<file path="config.mk">
export PLATFORM = sky130hd
export DESIGN_NAME = shift_seq_ctrl
export DESIGN_NICKNAME = d
export VERILOG_FILES = /design/src/rtl/shift_seq_pkg.sv /design/src/rtl/shift_seq_tick.sv /design/src/rtl/shift_seq_ctrl.sv
export SDC_FILE = /design/constraint.sdc
export NUM_CORES = 1
export LEC_CHECK = 0
export ABC_AREA = 1
export ABC_CLOCK_PERIOD_IN_PS = 1360
export BUFFER_PORTS_ARGS = -buffer_cell sky130_fd_sc_hd__buf_2
export CORE_MARGIN = 2
export CORE_UTILIZATION = 46
export CTS_CLUSTER_SIZE = 25
export DETAILED_ROUTE_END_ITERATION = 10
export MAX_ROUTING_LAYER = met4
export PLACE_DENSITY = 0.8
export SYNTH_ARGS = -nofsm -noshare
export SYNTH_HDL_FRONTEND = slang
export SYNTH_HIERARCHICAL = 1
export SYNTH_SLANG_ARGS = --single-unit
</file>
<file path="constraint.sdc">
create_clock -name clk -period 1.36 [get_ports clk]
set_input_delay 0.204 -clock clk [delete_from_list [all_inputs] [get_ports clk]]
set_output_delay 0.204 -clock clk [all_outputs]
set_load 0.02 [all_outputs]
</file>
<file path="src/rtl/shift_seq_pkg.sv">
// Shared types and helpers for the shift_seq_ctrl serial sequencer.
package shift_seq_pkg;

  typedef enum logic [1:0] {
    IDLE  = 2'd0,
    SHIFT = 2'd1,
    HOLD  = 2'd2
  } state_t;

  localparam int unsigned DEF_WIDTH = 4;
  localparam int unsigned DEF_DIV   = 1;
  localparam int unsigned PAR_MAX_W = 64;

  // Bit counter must reach WIDTH+1 when the parity slot is present.
  function automatic int unsigned bit_cnt_w(input int unsigned width);
    return $clog2(width + 32'd2);
  endfunction

  // Divider counter covers 0..DIV-1.
  function automatic int unsigned div_cnt_w(input int unsigned div);
    return $clog2(div + 32'd1);
  endfunction

  function automatic logic even_par(input logic [PAR_MAX_W-1:0] word);
    return ^word;
  endfunction

endpackage

</file>
<file path="src/rtl/shift_seq_tick.sv">
// Shift-slot pacing: counts DIV clocks per slot and flags the slot's shift edge.
module shift_seq_tick
  import shift_seq_pkg::*;
#(
  parameter int unsigned DIV = DEF_DIV
) (
  input  logic clk,
  input  logic rst,
  input  logic clr,
  input  logic act_nx,
  output logic tick_c,
  output logic shift_en
);

  localparam int unsigned DIV_W = div_cnt_w(DIV);
  localparam logic [DIV_W-1:0] LAST = DIV_W'(DIV - 1);

  logic [DIV_W-1:0] cnt;
  logic [DIV_W-1:0] cnt_nx;

  always_comb begin
    cnt_nx = cnt;
    if (clr || (cnt == LAST)) begin
      cnt_nx = '0;
    end else begin
      cnt_nx = cnt + DIV_W'(1);
    end
  end

  assign tick_c = !clr && (cnt == LAST);

  // shift_en is registered, so it is derived from the counter value of the coming cycle.
  always_ff @(posedge clk or posedge rst) begin
    if (rst) begin
      cnt      <= '0;
      shift_en <= 1'b0;
    end else begin
      cnt      <= cnt_nx;
      shift_en <= act_nx && (cnt_nx == LAST);
    end
  end

endmodule

</file>
<file path="src/rtl/shift_seq_ctrl.sv">
// Right-shift sequencer: loads a word, shifts it out LSB-first while capturing ser_in.
// Define SHIFT_SEQ_PARITY_EN to append an even-parity slot and report parity_err.
module shift_seq_ctrl
  import shift_seq_pkg::*;
#(
  parameter int unsigned WIDTH = DEF_WIDTH,
  parameter int unsigned DIV   = DEF_DIV
) (
  input  logic             clk,
  input  logic             rst,
  input  logic             start_valid,
  output logic             start_ready,
  input  logic [WIDTH-1:0] tx_data,
  input  logic             ser_in,
  output logic             ser_out,
  output logic             shift_en,
  output logic             busy,
  output logic             rx_valid,
  input  logic             rx_ready,
  output logic [WIDTH-1:0] rx_data,
  output logic             parity_err
);

  localparam int unsigned BIT_W = bit_cnt_w(WIDTH);
`ifdef SHIFT_SEQ_PARITY_EN
  localparam int unsigned NSHIFT = WIDTH + 1;
`else
  localparam int unsigned NSHIFT = WIDTH;
`endif

  state_t           state;
  state_t           state_nx;
  logic [WIDTH-1:0] sreg;
  logic [WIDTH-1:0] sreg_nx;
  logic [WIDTH-1:0] rx_data_nx;
  logic [BIT_W-1:0] bitcnt;
  logic [BIT_W-1:0] bitcnt_nx;
  logic             start_ready_nx;
  logic             ser_out_nx;
  logic             busy_nx;
  logic             rx_valid_nx;
  logic             tick_c;
`ifdef SHIFT_SEQ_PARITY_EN
  logic             tx_par;
  logic             tx_par_nx;
  logic             rx_par;
  logic             rx_par_nx;
  logic             parity_err_nx;
`endif

  shift_seq_tick #(
    .DIV(DIV)
  ) u_tick (
    .clk     (clk),
    .rst     (rst),
    .clr     (state != SHIFT),
    .act_nx  (state_nx == SHIFT),
    .tick_c  (tick_c),
    .shift_en(shift_en)
  );

  always_comb begin
    state_nx   = state;
    sreg_nx    = sreg;
    bitcnt_nx  = bitcnt;
    rx_data_nx = rx_data;
`ifdef SHIFT_SEQ_PARITY_EN
    tx_par_nx  = tx_par;
    rx_par_nx  = rx_par;
`endif

    unique case (state)
      IDLE: begin
        if (start_valid && start_ready) begin
          state_nx  = SHIFT;
          sreg_nx   = tx_data;
          bitcnt_nx = '0;
`ifdef SHIFT_SEQ_PARITY_EN
          tx_par_nx = even_par(PAR_MAX_W'(tx_data));
`endif
        end
      end
      SHIFT: begin
        if (tick_c) begin
          bitcnt_nx = bitcnt + BIT_W'(1);
          if (bitcnt < BIT_W'(WIDTH)) begin
            sreg_nx    = {ser_in, sreg[WIDTH-1:1]};
            rx_data_nx = sreg_nx;
          end
`ifdef SHIFT_SEQ_PARITY_EN
          else begin
            rx_par_nx = ser_in;
          end
`endif
          if (bitcnt_nx == BIT_W'(NSHIFT)) begin
            state_nx = HOLD;
          end
        end
      end
      HOLD: begin
        if (rx_ready) begin
          state_nx = IDLE;
        end
      end
      default: state_nx = IDLE;
    endcase

    // Registered outputs take the values belonging to the state being entered.
    start_ready_nx = (state_nx == IDLE);
    busy_nx        = (state_nx != IDLE);
    rx_valid_nx    = (state_nx == HOLD);
    ser_out_nx     = 1'b0;
    if (state_nx == SHIFT) begin
`ifdef SHIFT_SEQ_PARITY_EN
      ser_out_nx = (bitcnt_nx < BIT_W'(WIDTH)) ? sreg_nx[0] : tx_par_nx;
`else
      ser_out_nx = sreg_nx[0];
`endif
    end
`ifdef SHIFT_SEQ_PARITY_EN
    parity_err_nx = (state_nx == HOLD) && (rx_par_nx ^ (^sreg_nx));
`endif
  end

  always_ff @(posedge clk or posedge rst) begin
    if (rst) begin
      state       <= IDLE;
      sreg        <= '0;
      bitcnt      <= '0;
      start_ready <= 1'b1;
      ser_out     <= 1'b0;
      busy        <= 1'b0;
      rx_valid    <= 1'b0;
      rx_data     <= '0;
`ifdef SHIFT_SEQ_PARITY_EN
      tx_par      <= 1'b0;
      rx_par      <= 1'b0;
      parity_err  <= 1'b0;
`endif
    end else begin
      state       <= state_nx;
      sreg        <= sreg_nx;
      bitcnt      <= bitcnt_nx;
      start_ready <= start_ready_nx;
      ser_out     <= ser_out_nx;
      busy        <= busy_nx;
      rx_valid    <= rx_valid_nx;
      rx_data     <= rx_data_nx;
`ifdef SHIFT_SEQ_PARITY_EN
      tx_par      <= tx_par_nx;
      rx_par      <= rx_par_nx;
      parity_err  <= parity_err_nx;
`endif
    end
  end

`ifndef SHIFT_SEQ_PARITY_EN
  assign parity_err = 1'b0;
`endif

endmodule

</file>
; After elaboration in Yosys (flattened, before gate mapping)
; Index checks and enable logic that the tools add are counted.
[word_totals]
elab_cells = 51
output_inout_bits = 10
reg_bits = 19
[op_classes]
magnitude_cmp = 1
eq_ne = 9
addsub = 2
n_mux = 14
bitwise = 2
n_reduce_logical = 12
[op_table]
columns = op, n
row1 = $mux W4, 3
row2 = $mux W2, 4
row3 = $pmux W4 S2, 1
row4 = $mux W3, 2
row5 = $ne A2 B2 Y1 const B, 3
row6 = $pmux W2 S3, 1
row7 = $pmux W3 S2, 1
row8 = $reduce_and A3 Y1, 2
row9 = $eq A2 B1 Y1 const B, 2
row10 = $eq A2 B2 Y1 const B, 2
row11 = $logic_not A2 Y1, 2
row12 = $reduce_and A4 Y1, 1
row13 = $reduce_bool A2 Y1, 2
row14 = $add A3 B1 Y3 const B, 1
row15 = $eq A3 B3 Y1 const B, 1
row16 = $logic_and A1 B1 Y1, 3
row17 = $lt A3 B3 Y1 const B, 1
row18 = $mux W1, 2
row19 = $ne A2 B1 Y1 const B, 1
row20 = $not A1 Y1, 2
row21 = $add A1 B1 Y1 const B, 1
row22 = $logic_not A1 Y1, 1
row23 = $logic_or A1 B1 Y1, 1

; Depth between registers and ports, before layout
[logic_depth]
word_depth = 7
depth_mapped = 10
depth_no_buf = 10

; Modules after synthesis
; Netlist, hierarchy kept.
[modules_own_cells]
columns = mod, instances, area_each_um2, cells_each
row1 = shift_seq_ctrl, 1, 798.3, 90
row2 = shift_seq_tick, 1, 65.1, 6

; Worst setup path before layout
; Ideal clock, no wire load.
[synth_timing]
path_kind = register to register
startpoint = reg state[1]
endpoint = reg ser_out
setup_time_ns = 0.119
stages_incl_launch_ff = 11
required_time_ns = 1.241
arrival_ns = 1.284
n_path_buf = 0
path_slack_ns = -0.043
cell_sequence = dfrtp_1 inv_1 nand2_2 nor2_1 inv_1 nor2_1 nand2_2 nand2_1 nor2_1 nor2_1 nor2_1
[synth_via]
elab_chain_cells = 7
[synth_lines]
columns = element, line
row1 = from (decl), shift_seq_ctrl.sv:31  ; state_t state;
row2 = from (signal assigned), shift_seq_ctrl.sv:141  ; state <= state_nx;
row3 = $ne A2 B1 Y1 *, shift_seq_ctrl.sv:56  ; .clr (state != SHIFT),
row4 = $logic_not A1 Y1 *, shift_seq_tick.sv:30  ; assign tick_c = !clr && (cnt == LAST);
row5 = $logic_and A1 B1 Y1 *, shift_seq_tick.sv:30
row6 = net tick_c, shift_seq_ctrl.sv:42  ; logic tick_c;
row7 = $mux W2, shift_seq_ctrl.sv:84  ; if (tick_c) begin
row8 = $pmux W2 S3, shift_seq_ctrl.sv:72  ; unique case (state)
row9 = $eq A2 B1 Y1, shift_seq_ctrl.sv:113  ; if (state_nx == SHIFT) begin
row10 = $mux W1 *, shift_seq_ctrl.sv:113
row11 = net ser_out_nx, shift_seq_ctrl.sv:39  ; logic ser_out_nx;
row12 = to (signal assigned), shift_seq_ctrl.sv:145  ; ser_out <= ser_out_nx;
row13 = to (decl), shift_seq_ctrl.sv:15  ; output logic ser_out,
; Mark *: on every way through the listed nets, which the timed path passes. The rest lies on a longest branch. The select of a mux whose other input is x is not followed.
; A chain may end at the register's enable or synchronous reset.

; Worst setup path in the final report
[layout_timing]
startpoint = reg bitcnt[0]
endpoint = reg ser_out
[layout_via]
elab_chain_cells = 7
[layout_lines]
columns = element, line
row1 = from (decl), shift_seq_ctrl.sv:36  ; logic [BIT_W-1:0] bitcnt;
row2 = from (signal assigned), shift_seq_ctrl.sv:143  ; bitcnt <= bitcnt_nx;
row3 = $add A3 B1 Y3, shift_seq_ctrl.sv:85  ; bitcnt_nx = bitcnt + BIT_W'(1);
row4 = $eq A3 B3 Y1, shift_seq_ctrl.sv:95  ; if (bitcnt_nx == BIT_W'(NSHIFT)) begin
row5 = $mux W2, shift_seq_ctrl.sv:95
row6 = $mux W2, shift_seq_ctrl.sv:84
row7 = $pmux W2 S3, shift_seq_ctrl.sv:72
row8 = net state_nx[0], shift_seq_ctrl.sv:32  ; state_t state_nx;
row9 = $eq A2 B1 Y1, shift_seq_ctrl.sv:113
row10 = $mux W1, shift_seq_ctrl.sv:113
row11 = net ser_out_nx, shift_seq_ctrl.sv:39
; The timed path passes the listed nets, and every way through them passes these cells. The select of a mux whose other input is x is not followed.

==> impl_metrics.toml <==
[clock_network]
numClockSinks = 19
clkTransAtPathRegs_ns = 0.10
clk_latency_ns = 0.28
cts_root_buf = "clkbuf_4"
numCtsBuffers = 3
cts_buffer_depth = 2
cts_tree = "done"
htree_levels = 1

[sta]
rsz0062_at_grt = "yes"
final-hold-violation-count = 0
min_period_ns = 1.27
final.setup_skew_ns = 0.00503
setup_viol = 0
fmax_mhz = 784
maxSlewViolCount = 0
finalCritPeriodShare_pct = 93.7

[power_and_ir_drop]
p_total_mw = 2.22
pwr-share-clk_pct = 12.3
p_switching_uw = 914
p_leak_nw = 0.604
swShare_pct = 41.2
ir_drop_mv = 0.844
seqPwrFrac_pct = 40.7
p_int_mw = 1.30
p_per_area_mw_per_mm2 = 2080
pwr-share-comb_pct = 47.1

[floorplanning]
die_h_um = 47.3
core_area_sq_mm = 0.00175
io_pins = 19
rows = 15
die_x_um = 47.3
fp.dieArea_sq_mm = 0.00224
initial_core_util_pct = 49.5

[placement]
gp_congestion = 0.692
placed_area_sq_um = 992
dp_hpwl_um = 1120
portBuffers = 17

[setup_path]
crit_type = "flip-flop to flip-flop"
critPathLaunchType = "flip-flop"
critical_path_required_ns = 1.59
cp_data_arrival_time_ns = 1.50
cp-end-kind = "flip-flop"
critPathMaxFanout = 3

[routing]
avgRoutedWirePerCell_um = 10.1
vias = 657
firstDrtPassIters = 4
drc = 0
ant_nets = 0
routed_wl_um = 1480
viasPerCell = 4.50
drtIter0Drc = 9

[global_routing]
grt_usage_pct = 15.5
grt_first_pass_wirelength_um = 2350
grt-ovfl-total = 0
antenna_found_initial = 0
grt_max_degree = 18
grt_pass1_vias = 596

[synth]
synth-seq-cells = 19
yosys.area.top_type = "dfrtp_1"
synth_area_sq_um = 863
yosysWarningCount = 6
synth_cell_types = 21
synth.area.top_cells = "dfrtp_1 (52%), inv_1 (7.8%), nand2_1 (7.4%)"
syn-num-nets = 107
seq_area_frac_synth_pct = 55.2
netlist_instances = 96
synth_area_per_cell_sq_um = 8.99
synthDominantCellAreaShare_pct = 52.2

[layout]
mostFrequentLayoutCell = "dfrtp_1"
postLayoutCoreUtil_pct = 61.0
diodes = 0
area_growth_pct = 23.3
nNetsFinal = 133
final_area_sq_mm = 0.00106
drive_above_1_share_pct = 35.5
most-common-layout-cells = "dfrtp_1 (18), buf_2 (17), inv_1 (16), nand2_1 (16)"

[outcome]
status = "finished, final reports clean"

[run]
drv_cap = 0

[min_path]
min_path_type = "primary input to flip-flop"
## stage by stage
stage	TNS, ns	worst slack, ns	std cells	hold slack [ns]
floorplan	0	0.0134	96	-0.0548
global placement	0	0.102	139	0.0627
detailed placement	0	0.0577	139	0.0668
CTS	0	0.0323	144	0.118
global route	-0.0635	-0.0252	146	0.126
finish	0	0.0852	146	0.130
## synthesized netlist by cell type, drive strengths merged
cell type and number:
a21oi 3, buf 2, clkbuf 1, conb 2, dfrtp 18, dfstp 1
ha 2, inv 19, nand2 20, nand3 5, nor2 12, o21ai 11
## worst max-delay path, stage by stage (launching register included)
cell	delay (ns)
dfrtp_1	0.40
ha_1	0.20
ha_1	0.18
nand2_1	0.10
inv_1	0.07
o21ai_2	0.14
inv_1	0.05
nor2_1	0.09
## power groups by stage
stage / Clock (mW) / Combinational, mW / Sequential, mW
after floorplan: 0 / 0.597 / 1.03
after global placement: 0 / 0.929 / 0.897
after detailed placement: 0 / 0.969 / 0.904
after CTS: 0.285 / 0.974 / 0.893
after global routing: 0.303 / 1.18 / 0.927
final: 0.272 / 1.04 / 0.903
## area by class of cell
cell class,instances,area (sq um)
fill,156,681
sequential,19,477
multi-input combinational,55,315
timing repair buffer,24,144
inverter,19,71.3
tap,25,31.3
clock buffer,4,26.3
## path summary, 6_finish.rpt
path	slack, ns	cells after the start	to	startpoint
max	0.09	7	ser_out$_DFF_PP0_	bitcnt[0]$_DFFE_PP0P_
min	0.13	3	sreg[2]$_DFFE_PP0P_	tx_data[2]
max reg2reg	0.09	7	ser_out$_DFF_PP0_	bitcnt[0]$_DFFE_PP0P_
min reg2reg	0.47	2	rx_data[0]$_DFFE_PP0P_	rx_data[0]$_DFFE_PP0P_
max in group asynchronous	0.65	4	start_ready$_DFF_PP1_	rst
min in group asynchronous	0.30	3	u_tick/shift_en$_DFF_PP0_	rst
## per-layer routing
layer | share of wire, % | global-route usage (%) | vias up
li1 | - | - | 338
met1 | 44 | 18.7 | 306
met2 | 51 | 25.4 | 11
met3 | 3.0 | 3.46 | 2
met4 | 1.0 | 5.00 | 0
met5 | 0 | - | -
## what timing repair did
item                       in CTS  in global routing
buffers inserted                0                  2
hold buffers                    1                  0
hold endpoints to repair       18                  0
setup endpoints to repair       0                  9
gates resized for setup         0                  7
## kinds of logic (layout without fill, tap and decap cells)
logic type	count (synthesis)	after routing	share of synthesized area [%]
compound gates	14	14	9.85
simple gates	37	37	20.3
flops	19	19	55.2
buf+inv	22	47	10.9
other cells	2	2	0.870
fa+ha+maj	2	2	2.90
## sequential cells by signal, indices dropped and copies added (netlist names)
signal	flops
u_tick/cnt	1
state	2
start_ready	1
ser_out	1
bitcnt	3
rx_data	4
u_tick/shift_en	1
sreg	4
rx_valid	1
busy	1
(Power assumes the default switching activity.)
